## src/rtl/vend_pkg.sv

```systemverilog
// Shared types and constants for the vending controller: states, prices,
// accepted coin denominations and stock limits.
package vend_pkg;

    typedef enum logic [1:0] {
        ST_IDLE,
        ST_CREDIT,
        ST_DISPENSE,
        ST_CHANGE
    } state_t;

    localparam int         N_ITEMS    = 4;
    localparam int         N_COINS    = 6;
    localparam logic [7:0] MAX_CREDIT = 8'd200;
    localparam logic [3:0] STOCK_INIT = 4'd8;
    localparam logic [3:0] STOCK_MAX  = 4'd15;

    localparam logic [7:0] PRICE [N_ITEMS] = '{8'd5, 8'd10, 8'd20, 8'd50};

    // Descending order so the same list serves acceptance and greedy change.
    localparam logic [7:0] COIN_LIST [N_COINS] = '{8'd50, 8'd20, 8'd10, 8'd5, 8'd2, 8'd1};

    function automatic logic coin_ok(input logic [7:0] c);
        logic ok;
        ok = 1'b0;
        for (int i = 0; i < N_COINS; i++) begin
            if (c == COIN_LIST[i]) ok = 1'b1;
        end
        return ok;
    endfunction

    // Largest denomination not exceeding amt; 0 when amt is 0.
    function automatic logic [7:0] greedy_coin(input logic [7:0] amt);
        logic [7:0] c;
        c = 8'd0;
        for (int i = N_COINS - 1; i >= 0; i--) begin
            if (COIN_LIST[i] <= amt) c = COIN_LIST[i];
        end
        return c;
    endfunction

endpackage

```

## src/rtl/change_payout.sv

```systemverilog
// Pays out a refund one greedy coin at a time over a valid/ready handshake.
// start loads the amount to pay; take/done report each handshake to the owner.
module change_payout
    import vend_pkg::*;
(
    input  logic       clk,
    input  logic       rst,
    input  logic       start,
    input  logic [7:0] amount,
    input  logic       chg_ready,
    output logic       chg_valid,
    output logic [7:0] chg_coin,
    output logic       take,
    output logic       done
);

    logic [7:0] remain;
    logic [7:0] remain_n;

    assign take     = chg_valid & chg_ready;
    assign remain_n = remain - chg_coin;
    assign done     = take && (remain_n == 8'd0);

    always_ff @(posedge clk or negedge rst) begin
        if (!rst) begin
            remain    <= 8'd0;
            chg_valid <= 1'b0;
            chg_coin  <= 8'd0;
        end else if (start) begin
            remain    <= amount;
            chg_valid <= (amount != 8'd0);
            chg_coin  <= greedy_coin(amount);
        end else if (take) begin
            remain    <= remain_n;
            chg_valid <= (remain_n != 8'd0);
            chg_coin  <= greedy_coin(remain_n);
        end
    end

endmodule

```

## src/rtl/vend_ctrl.sv

```systemverilog
// Vending machine controller: credit accumulation, selection checks, dispense
// handshake, stock tracking, and change payout via change_payout.
//
//   state       | meaning
//   ST_IDLE     | no credit held, waiting for coins
//   ST_CREDIT   | credit held, waiting for selection or cancel
//   ST_DISPENSE | disp_req high until disp_ack
//   ST_CHANGE   | paying remaining credit back as coins
module vend_ctrl
    import vend_pkg::*;
(
    input  logic       clk,
    input  logic       rst,
    input  logic       coin_valid,
    input  logic [7:0] coin_in,
    input  logic       sel_valid,
    input  logic [1:0] select,
    input  logic       cancel,
    input  logic [3:0] restock,
    output logic       disp_req,
    output logic [1:0] disp_item,
    input  logic       disp_ack,
    output logic       chg_valid,
    output logic [7:0] chg_coin,
    input  logic       chg_ready,
    output logic [7:0] credit,
    output logic [3:0] item_dispensed,
    output logic       coin_reject,
    output logic       err_sold_out,
    output logic       err_funds,
    output logic       busy
);

    state_t st, st_n;
    logic [N_ITEMS-1:0][3:0] stock;
    logic [7:0] credit_n;
    logic [8:0] coin_sum;
    logic       coin_fits, sel_sold, sel_funds, sel_go, cancel_go, leaving;
    logic       disp_req_n;
    logic [1:0] disp_item_n;
    logic [3:0] dispensed_n, stock_dec;
    logic       reject_n, sold_n, funds_n;
    logic       pay_start, pay_take, pay_done;

    change_payout u_payout (
        .clk       (clk),
        .rst       (rst),
        .start     (pay_start),
        .amount    (credit_n),
        .chg_ready (chg_ready),
        .chg_valid (chg_valid),
        .chg_coin  (chg_coin),
        .take      (pay_take),
        .done      (pay_done)
    );

    always_comb begin
        st_n        = st;
        credit_n    = credit;
        disp_req_n  = disp_req;
        disp_item_n = disp_item;
        dispensed_n = 4'd0;
        stock_dec   = 4'd0;
        reject_n    = 1'b0;
        sold_n      = 1'b0;
        funds_n     = 1'b0;
        pay_start   = 1'b0;
        leaving     = 1'b0;
        coin_sum    = {1'b0, credit} + {1'b0, coin_in};
        coin_fits   = coin_ok(coin_in) && (coin_sum <= {1'b0, MAX_CREDIT});
        // Selection is judged on pre-coin credit; stock is checked before funds.
        sel_sold    = sel_valid && (stock[select] == 4'd0);
        sel_funds   = sel_valid && !sel_sold && (credit < PRICE[select]);
        sel_go      = sel_valid && !sel_sold && !sel_funds;
        cancel_go   = cancel && (st == ST_CREDIT) && !sel_go;

        case (st)
            ST_IDLE, ST_CREDIT: begin
                sold_n  = sel_sold;
                funds_n = sel_funds;
                leaving = sel_go || cancel_go;
                if (sel_go) begin
                    st_n        = ST_DISPENSE;
                    disp_req_n  = 1'b1;
                    disp_item_n = select;
                end else if (cancel_go) begin
                    st_n      = ST_CHANGE;
                    pay_start = 1'b1;
                end
                // A coin arriving as we go busy is refused rather than banked.
                if (coin_valid) begin
                    if (!leaving && coin_fits) credit_n = coin_sum[7:0];
                    else                       reject_n = 1'b1;
                end
                if (!leaving) st_n = (credit_n != 8'd0) ? ST_CREDIT : ST_IDLE;
            end
            ST_DISPENSE: begin
                reject_n = coin_valid;
                if (disp_ack) begin
                    stock_dec[disp_item]   = 1'b1;
                    dispensed_n[disp_item] = 1'b1;
                    disp_req_n             = 1'b0;
                    credit_n               = credit - PRICE[disp_item];
                    if (credit_n != 8'd0) begin
                        st_n      = ST_CHANGE;
                        pay_start = 1'b1;
                    end else begin
                        st_n = ST_IDLE;
                    end
                end
            end
            default: begin
                reject_n = coin_valid;
                if (pay_take) credit_n = credit - chg_coin;
                if (pay_done) st_n = ST_IDLE;
            end
        endcase
    end

    always_ff @(posedge clk or negedge rst) begin
        if (!rst) begin
            st             <= ST_IDLE;
            credit         <= 8'd0;
            disp_req       <= 1'b0;
            disp_item      <= 2'd0;
            item_dispensed <= 4'd0;
            coin_reject    <= 1'b0;
            err_sold_out   <= 1'b0;
            err_funds      <= 1'b0;
            busy           <= 1'b0;
        end else begin
            st             <= st_n;
            credit         <= credit_n;
            disp_req       <= disp_req_n;
            disp_item      <= disp_item_n;
            item_dispensed <= dispensed_n;
            coin_reject    <= reject_n;
            err_sold_out   <= sold_n;
            err_funds      <= funds_n;
            busy           <= (st_n == ST_DISPENSE) || (st_n == ST_CHANGE);
        end
    end

    // Restock wins over a same-cycle vend decrement.
    always_ff @(posedge clk or negedge rst) begin
        if (!rst) begin
            for (int i = 0; i < N_ITEMS; i++) stock[i] <= STOCK_INIT;
        end else begin
            for (int i = 0; i < N_ITEMS; i++) begin
                if (restock[i])        stock[i] <= STOCK_MAX;
                else if (stock_dec[i]) stock[i] <= stock[i] - 4'd1;
            end
        end
    end

endmodule

```

## config.mk

```make
export PLATFORM = sky130hd
export DESIGN_NAME = vend_ctrl
export DESIGN_NICKNAME = d
export VERILOG_FILES = /design/src/rtl/vend_pkg.sv /design/src/rtl/change_payout.sv /design/src/rtl/vend_ctrl.sv
export SDC_FILE = /design/constraint.sdc
export NUM_CORES = 1
export LEC_CHECK = 0
export BUFFER_PORTS_ARGS = -buffer_cell sky130_fd_sc_hd__buf_4
export CORE_ASPECT_RATIO = 1.5
export CORE_MARGIN = 2
export CORE_UTILIZATION = 56
export CTS_BUF_LIST = sky130_fd_sc_hd__clkbuf_4
export DETAILED_ROUTE_END_ITERATION = 16
export GPL_TIMING_DRIVEN = 1
export PLACE_DENSITY = 0.76
export SYNTH_ARGS = -nofsm -noshare
export SYNTH_HDL_FRONTEND = slang
export SYNTH_SLANG_ARGS = --single-unit
export TNS_END_PERCENT = 30
```

## constraint.sdc

```tcl
create_clock -name clk -period 3.4 [get_ports clk]
set_input_delay 0.85 -clock clk [delete_from_list [all_inputs] [get_ports clk]]
set_output_delay 0.85 -clock clk [all_outputs]
set_load 0.05 [all_outputs]
```

==> results of run 1 <==
==> power by group <==
group / internal (mW) / switching [mW] / leakage [nW]
sequential: 0.795 / 0.183 / 0.567
combinational: 2.43 / 3.33 / 2.24
clock: 0.0841 / 0.234 / 0.0356
total: 3.31 / 3.75 / 2.84
==> kinds of logic after synthesis <==
kind of cell             after synthesis  synth area share, %
AND/OR/NAND/NOR                      211                22.90
XOR/XNOR                              17                3.161
multiplexers                          15                3.294
flip-flops                            51                27.21
other                                  1              0.07963
AO/OA/AOI/OAI                        181                26.83
buffers and inverters                 63                5.526
adder cells (fa/ha/maj)               39                11.00
==> per-stage QoR <==
step / setup slack (ps) / setup TNS (ps)
6_report: -39.72 / -114.9
5_1_grt: -215.7 / -1400
4_1_cts: -32.22 / -47.97
3_5_place_dp: -545.5 / -5299
3_3_place_gp: -398.5 / -3676
2_1_floorplan: -290.2 / -587.7
==> placed cells by master (no fill, tap or decap), types with 4 or more instances in the layout <==
cell | Yosys | routed
dfstp_2 | 4 | 4
nor3_1 | 24 | 24
or2_2 | 7 | 7
ha_1 | 35 | 34
buf_4 | 2 | 146
mux2i_1 | 11 | 11
and3_1 | 10 | 9
a211oi_1 | 5 | 5
xnor2_1 | 12 | 12
or3_1 | 6 | 6
o211ai_1 | 10 | 10
nor3b_1 | 5 | 5
nor2b_1 | 10 | 9
a22oi_1 | 4 | 4
o21a_1 | 5 | 4
nor2_1 | 49 | 48
clkbuf_4 | 0 | 5
a21o_1 | 8 | 8
nand3b_1 | 7 | 7
inv_1 | 42 | 41
nand2b_1 | 13 | 12
and2_1 | 7 | 7
nor4_1 | 4 | 4
o21ai_0 | 39 | 35
dfrtp_1 | 47 | 44
mux2_2 | 4 | 4
o22ai_1 | 5 | 4
a31oi_1 | 12 | 10
nand3_1 | 10 | 10
nand2_1 | 48 | 48
o21bai_1 | 9 | 9
xor2_1 | 5 | 5
o2111ai_1 | 5 | 5
a21oi_1 | 38 | 36
==> worst max-delay path, delay by kind of cell <==
kind            cells  cell delay (ps)
compound gates      8             1880
buf+inv             3              290
fa+ha+maj           2              450
simple gates        2              290
==> routing by layer <==
layer / track usage (%) / vias up
met5: 0 / -
met4: 20.23 / 0
met3: 4.791 / 79
met2: 58.46 / 196
met1: 36.74 / 2340
li1: - / 2401
==> final timing paths <==
kind | from | to | slack [ps] | cells after the start
max | coin_in[0] | u_payout.chg_coin[2]$_DFFE_PN0P_ | -40 | 15
min | rst | coin_reject$_DFF_PN0_ | 460 | 1
max reg2reg | credit[0]$_DFF_PN0_ | u_payout.chg_coin[2]$_DFFE_PN0P_ | -30 | 15
min reg2reg | disp_req$_DFFE_PN0P_ | disp_req$_DFFE_PN0P_ | 540 | 1
max in group asynchronous | rst | disp_item[0]$_DFFE_PN0P_ | 2470 | 1
min in group clk | disp_req$_DFFE_PN0P_ | disp_req$_DFFE_PN0P_ | 540 | 1
==> state kept, by name, indices dropped and copies added (netlist names) <==
| register | count |
|---|---|
| busy | 1 |
| coin_reject | 1 |
| credit | 8 |
| disp_item | 2 |
| disp_req | 1 |
| err_funds | 1 |
| err_sold_out | 1 |
| item_dispensed | 4 |
| st | 1 |
| stock | 16 |
| u_payout.chg_coin | 6 |
| u_payout.chg_valid | 1 |
| u_payout.remain | 8 |
==> repair_timing <==
item | 4_1_cts | 5_1_grt
pin swaps | 7 | 4
gates resized for setup | 14 | 8
setup buffers | 2 | 3
endpoints found under the setup margin | 8 | 13
==> final cells by class <==
class	count	area, um2	share of cell area, %
Multi-Input combinational cell	465	3303	54.23
Sequential cell	51	1285	21.10
Timing Repair Buffer	149	1147	18.84
Inverter	43	161.4	2.650
Tap cell	107	133.9	2.198
Clock buffer	5	37.54	0.6163
Clock inverter	3	22.52	0.3698
==> results.cfg, run 1 <==
[run_status]
outcome = finished, violations left
violations = setup timing

[timing]
rsz0062_at_grt = yes
fin_crit_sh_pct = 101.2
maxSlewHeadroom_pct = 41.72
fin_crit_ps = 3440
whs_ps = 456.6
slew_viol_final = 0
finalWorstSetupSlack_ps = -39.72
setup-violations-final = 4
tightestPinTransition_ps = 867.6
fmax_ghz = 0.2907
clock_skew_ps = 18.52
hold_viol = 0

[synthesis]
synth-edff-count = 0
syn_area_um2 = 4710
synthTopCellsByArea = dfrtp_1 25%, ha_1 9.3%, o21ai_0 4.1%
ys_seq_area_share_pct = 27.21
synth-main-ff-cell = dfrtp_1
synth_top_cell_by_area = dfrtp_1
postSynthAreaPerCell_um2 = 8.148
synth_most_common_cell = nor2_1
synthTopCellsByCount = 49 x nor2_1, 48 x nand2_1, 47 x dfrtp_1, 42 x inv_1, 39 x o21ai_0
ys_types = 75
synth-seq-cells = 51
synthCells = 578
synth.top_cell.area_share_pct = 24.97
async_flop_share_pct = 100.0
yosysWarnings = 0

[route]
num_vias = 5016
met1_length_mm = 5.538
drc = 0
drt_first_iter_violations = 384
vias_per_cell = 6.095
wl_met2_mm = 7.324
top_layer_used = met4
routedWlPerCell_um = 17.86
antenna_left = 0
wl_met3_um = 863
dr.pass1.iters = 7
routed_wl_mm = 14.70

[layout]
syn2layout_area_growth_pct = 29.33
layout-drive-gt1-share_pct = 29.47
fillers = 688
fin_cells = 823
nNetsFinal = 775
fin_area_um2 = 6091
final_util_pct = 73.29
antenna_cells = 0

[placed_design]
io_buffers = 46
dp_hpwl_mm = 11.56
dp_cells = 810
dpl_cell_area_um2 = 5914
gp_congestion = 0.9575

[global_route]
antenna_found_initial = 0
grt_max_degree = 52
grt_pass1_vias = 4942
gr-usage-all-layers_pct = 32.79
grt_pass1_wl_mm = 23.28
grt_overflow = 0

[clock_tree]
clock-sinks = 51
cts_max_path_buffers = 2
root_buffer = clkbuf_4
clk_latency_ps = 420
hold_buffers = 0
cts_tree = done
clkSlewWorstSetupHoldPaths_ps = 180
cts_max_level = 2
cts_made_buffers = 5

[power_and_ir_drop]
power_mw = 7.052
power_density_nw_per_um2 = 1158
p_leak_nw = 2.840
peakVddDrop_mv = 0.9235

[job]
maxCapViolations = 0

[setup_path]
cp.arrival_ps = 3770
critPathLaunchType = input pin
crit_path_max_fanout = 4
required_ps = 3740
criticalPathCategory = input pin to flip-flop
cp-end-kind = flip-flop
cpPeakStageDelay_ps = 410
crit_chain = buf_4, ha_4, inv_2, fa_2, nand2b_4, nor2b_4, o32ai_2, a22o_1, o211ai_1, a2111o_1, o211ai_1, buf_4, o21ai_1, a311o_1, a31o_1
critical_path.slowest_cell = a2111o_1

[floorplanning]
dieArea_um2 = 9174
core_area_um2 = 8310
die_height_um = 116.3
start_util_pct = 56.67
io_pins = 49
core.rowCount = 41
die_w_um = 78.88

[worst_hold_path]
hp-class = input pin to async pin
No activity file was read; power rests on OpenSTA's default activity.
==> inputs of run 2 (changes only) <==
--- a/config.mk
+++ b/config.mk
@@ -5,14 +5,14 @@
 export SDC_FILE = /design/constraint.sdc
 export NUM_CORES = 1
 export LEC_CHECK = 0
-export BUFFER_PORTS_ARGS = -buffer_cell sky130_fd_sc_hd__buf_4
 export CORE_ASPECT_RATIO = 1.5
 export CORE_MARGIN = 2
-export CORE_UTILIZATION = 56
+export CORE_UTILIZATION = 61
 export CTS_BUF_LIST = sky130_fd_sc_hd__clkbuf_4
 export DETAILED_ROUTE_END_ITERATION = 16
+export DONT_BUFFER_PORTS = 1
 export GPL_TIMING_DRIVEN = 1
-export PLACE_DENSITY = 0.76
+export PLACE_DENSITY = 0.77
 export SYNTH_ARGS = -nofsm -noshare
 export SYNTH_HDL_FRONTEND = slang
 export SYNTH_SLANG_ARGS = --single-unit
==> run 2 against run 1 <==
Net effect:
- the run still ends with setup timing left
- fmax decreased by 2.3%
- routed wire length rose by 0.36%
- worst hold slack lost 370 ps
- critical path type is now flip-flop to flip-flop
- largest cell class unchanged
- highest routed layer unchanged
==> results.cfg, run 2 (synthesized netlist as in run 1, its figures left out) <==
[run_status]
outcome = finished, violations left
violations = setup timing

[worst_hold_path]
hp-class = input pin to async pin

[floorplanning]
die_height_um = 111.6
dieArea_um2 = 8454
core_area_um2 = 7564
start_util_pct = 62.27
core.rowCount = 39
io_pins = 49
die_w_um = 75.74

[global_route]
grt_pass1_wl_mm = 23.83
gr-usage-all-layers_pct = 36.62
antenna_found_initial = 0
grt_pass1_vias = 5091
grt_overflow = 0
grt_max_degree = 52

[clock_tree]
cts_tree = done
clkSlewWorstSetupHoldPaths_ps = 190
cts_max_level = 2
clock-sinks = 51
clk_latency_ps = 420
cts_max_path_buffers = 2
root_buffer = clkbuf_4
cts_made_buffers = 5

[layout]
nNetsFinal = 734
final_util_pct = 76.56
final_cell_mix = 105 x buf_4, 47 x nand2_1, 47 x nor2_1, 44 x dfrtp_1, 41 x inv_1
syn2layout_area_growth_pct = 22.95
fin_cells = 777
largest_register = stock
antenna_cells = 0
layout-drive-gt1-share_pct = 25.63
mostFrequentLayoutCell = buf_4
largest_reg_flops = 16
top_regs = stock: 16 flops, credit: 8 flops, u_payout.remain: 8 flops

[timing]
tightestPinTransition_ps = 884.3
clock_skew_ps = 17.38
setup-violations-final = 7
fin_crit_sh_pct = 103.5
slew_viol_final = 0
maxSlewHeadroom_pct = 40.59
rsz0062_at_grt = yes
fin_crit_ps = 3520
finalWorstSetupSlack_ps = -120.3
hold_viol = 0
fmax_ghz = 0.2841

[setup_path]
cp.arrival_ps = 3860
critical_path.slowest_cell = dfrtp_2
critPathLaunchType = flip-flop
cpPeakStageDelay_ps = 440
crit_chain = buf_6, ha_4, inv_2, fa_2, nand2b_4, nor2b_1, o32ai_2, a22o_1, o211ai_1, a2111o_1, o211ai_1, inv_1, and3_1, a2111o_1, o31ai_2
cp-end-kind = flip-flop
crit_path_max_fanout = 4
required_ps = 3730
criticalPathCategory = flip-flop to flip-flop

[route]
vias_per_cell = 6.274
num_vias = 4875
drc = 0
top_layer_used = met4
routedWlPerCell_um = 18.99
dr.pass1.iters = 5
routed_wl_mm = 14.75
wl_met2_mm = 7.489
drt_first_iter_violations = 390
met1_length_mm = 5.612
antenna_left = 0
wl_met3_um = 884

[placed_design]
io_buffers = 0
dp_cells = 760
dp_hpwl_mm = 11.47
gp_congestion = 0.9617
pre_cts_slack_ps = -358.9

[job]
maxCapViolations = 0
## run 2: timing repair
action	4_1_cts	5_1_grt
setup endpoints to repair	5	12
buffers inserted	8	1
hold buffers	0	0
pin swaps	10	5
resized for setup	9	17
## run 2: final cells by class
| class | instances | area (um2) |
|---|---|---|
| Tap cell | 102 | 127.6 |
| Clock buffer | 5 | 37.54 |
| Sequential cell | 51 | 1285 |
| Inverter | 43 | 161.4 |
| Fill cell | 577 | 1773 |
| Timing Repair Buffer | 108 | 830.8 |
| Multi-Input combinational cell | 465 | 3314 |
| Clock inverter | 3 | 33.78 |
## run 2: worst max-delay path, delay by kind of cell (launching register included)
| family | cells | cell delay (ps) |
|---|---|---|
| AND/OR/NAND/NOR | 3 | 460 |
| buffers and inverters | 3 | 260 |
| adder cells (fa/ha/maj) | 2 | 450 |
| flip-flops | 1 | 440 |
| AO/OA/AOI/OAI | 7 | 1830 |
## run 2: path summary, 6_finish.rpt
kind,start,endpoint,slack [ps],cells past startpoint
worst min register to register,stock[11]$_DFFE_PN1P_,stock[11]$_DFFE_PN1P_,570,2
min in group clk,restock[0],stock[0]$_DFFE_PN0P_,520,1
worst max register to register,credit[0]$_DFF_PN0_,u_payout.chg_coin[0]$_DFFE_PN0P_,-120,15
worst max-delay path,credit[0]$_DFF_PN0_,u_payout.chg_coin[0]$_DFFE_PN0P_,-120,15
worst min-delay path,rst,credit[4]$_DFF_PN0_,90,0
max in group asynchronous,rst,stock[7]$_DFFE_PN1P_,3120,0
## run 2: layer usage
metal  track usage, %  vias to the layer above
met1            43.36                     2311
met4            19.06                        0
met2            61.44                      201
li1                 -                     2306
met5                0                        -
met3            5.701                       57
## run 2: per-stage QoR
stage | hold slack [ps] | setup TNS, ps | area (um2)
4_1_cts | 85.59 | -183.5 | 5715
2_1_floorplan | 510.4 | -587.7 | 4773
3_3_place_gp | 535.1 | -1976 | 5558
3_5_place_dp | 547.4 | -2684 | 5558
6_report | 87.65 | -489.1 | 5791
5_1_grt | 69.98 | -1425 | 5791
Power of run 2 is not shown: default switching activity piles up to over one toggle a cycle in this logic, so the estimate is an artifact.
==> inputs of run 3 (changes only) <==
--- a/config.mk
+++ b/config.mk
@@ -6,7 +6,7 @@
 export NUM_CORES = 1
 export LEC_CHECK = 0
 export CORE_ASPECT_RATIO = 1.5
-export CORE_MARGIN = 2
+export CORE_MARGIN = 10
 export CORE_UTILIZATION = 61
 export CTS_BUF_LIST = sky130_fd_sc_hd__clkbuf_4
 export DETAILED_ROUTE_END_ITERATION = 16
==> run 3 against run 2 <==
Net effect:
- the flow still finishes with violations (setup timing)
- setup slack improved by 62 ps
- design area fell by 2.9%
- non-clock buffer count is 13 lower
- register-to-register slack improved by 60 ps
- critical endpoint unchanged
==> results.cfg, run 3 (synthesized netlist as in run 1, its figures left out) <==
[clock_tree]
cts_max_level = 2
clkSlewWorstSetupHoldPaths_ps = 180
clock-sinks = 51
cts_made_buffers = 5
root_buffer = clkbuf_4
cts_tree = done
cts_max_path_buffers = 2
clk_latency_ps = 410

[timing]
clock_skew_ps = 21.15
fin_crit_ps = 3458
fmax_ghz = 0.2892
setup-violations-final = 2
rsz0062_at_grt = yes
fin_crit_sh_pct = 101.7
tightestPinTransition_ps = 822.0
hold_viol = 0
finalWorstSetupSlack_ps = -58.12
fin_setup_tns_ps = -88.25
maxSlewHeadroom_pct = 44.78
slew_viol_final = 0

[global_route]
grt_overflow = 0
grt_pass1_vias = 4763
grt_max_degree = 52
gr-usage-all-layers_pct = 24.95
grt_pass1_wl_mm = 23.94
antenna_found_initial = 0

[setup_path]
critPathLaunchType = flip-flop
reg2reg_depth = 14
critical_path.slowest_cell = dfrtp_2
required_ps = 3730
crit_chain = ha_4, inv_2, fa_2, nand2b_4, nor2b_1, o32ai_1, a22o_1, o211ai_1, a2111o_1, o211ai_1, inv_1, and3_1, a2111o_1, o31ai_2
cpPeakStageDelay_ps = 460
crit_path_max_fanout = 5
cp-end-kind = flip-flop
cp.arrival_ps = 3790
criticalPathCategory = flip-flop to flip-flop

[route]
drt_first_iter_violations = 464
num_vias = 4795
dr.pass1.iters = 8
routedWlPerCell_um = 19.20
vias_per_cell = 6.276
antenna_left = 0
routed_wl_mm = 14.67
drc = 0

[placed_design]
gp_congestion = 0.9681
io_buffers = 0
dp_hpwl_mm = 11.71

[floorplanning]
die_height_um = 127.6
dieArea_um2 = 11710
io_pins = 49
start_util_pct = 62.27
core.rowCount = 39
core_area_um2 = 7564
die_w_um = 91.74

[layout]
nNetsFinal = 721
syn2layout_area_growth_pct = 19.34
antenna_cells = 0
largest_reg_flops = 16
top_regs = stock: 16 flops, credit: 8 flops, u_payout.remain: 8 flops
largest_register = stock
ff_latch_area_um2 = 1285
fillers = 587
multi_input_area_um2 = 3263
layout-drive-gt1-share_pct = 23.11
final_cell_mix = 93 x buf_4, 49 x nor2_1, 48 x nand2_1, 44 x dfrtp_1, 40 x inv_1
mostFrequentLayoutCell = buf_4

[run_status]
violations = setup timing
outcome = finished, violations left

[worst_hold_path]
hp-class = input pin to async pin

[job]
maxCapViolations = 0
==> run 3: changes by cell type in the layout (fill, tap and decap cells not counted), moves of 2 or more <==
cell     previous run  this run
nor2_1             47        49
nor2_2              2         0
a21oi_2             3         5
o21ai_2             3         1
buf_4             105        93
==> run 3: repair_timing <==
item	4_1_cts	5_1_grt
gates resized for setup	6	9
hold endpoints to repair	0	0
hold buffers	0	0
setup buffers	2	0
pin swaps	7	4
setup endpoints to repair	6	11
==> run 3: path summary, 6_finish.rpt <==
check / start / slack [ps] / to
max reg2reg: credit[0]$_DFF_PN0_ / -60 / u_payout.chg_coin[0]$_DFFE_PN0P_
max in group asynchronous: rst / 3110 / stock[11]$_DFFE_PN1P_
min in group clk: restock[0] / 530 / stock[0]$_DFFE_PN0P_
max: credit[0]$_DFF_PN0_ / -60 / u_payout.chg_coin[0]$_DFFE_PN0P_
min reg2reg: stock[7]$_DFFE_PN1P_ / 580 / stock[7]$_DFFE_PN1P_
min: rst / 100 / coin_reject$_DFF_PN0_
==> run 3: area by class of cell <==
cell class | instances | area share (%)
Multi-Input combinational cell | 465 | 58.06
Sequential cell | 51 | 22.86
Timing Repair Buffer | 95 | 12.82
Inverter | 43 | 2.872
Tap cell | 102 | 2.271
Clock buffer | 5 | 0.6679
Clock inverter | 3 | 0.4452
==> run 3: critical path: cells and delay by family, from the launching register on <==
family                   cells  cell delay (ps)
AO/OA/AOI/OAI                7             1800
AND/OR/NAND/NOR              3              490
adder cells (fa/ha/maj)      2              490
flip-flops                   1              460
buffers and inverters        2              140
==> run 3: stage by stage <==
stage | hold WS [ps] | utilization [%] | setup WS [ps] | instances | area (um2)
global placement | 533.1 | 72.72 | -299.8 | 754 | 5500
detailed placement | 540.7 | 72.72 | -435.6 | 754 | 5500
floorplan | 510.4 | - | -290.2 | 579 | 4773
finish | 99.78 | 74.31 | -58.12 | 764 | 5620
global route | 80.44 | 74.31 | -227.7 | 764 | 5620
CTS | 85.09 | 73.96 | -14.99 | 764 | 5594
==> run 3: routing by layer <==
layer	vias up	GRT usage [%]	wire, um
li1	2286	-	-
met1	2250	28.26	5621
met2	202	43.01	7241
met3	57	5.041	1008
met4	0	13.39	801
met5	-	0	0
Power of run 3 is left out for the same reason.
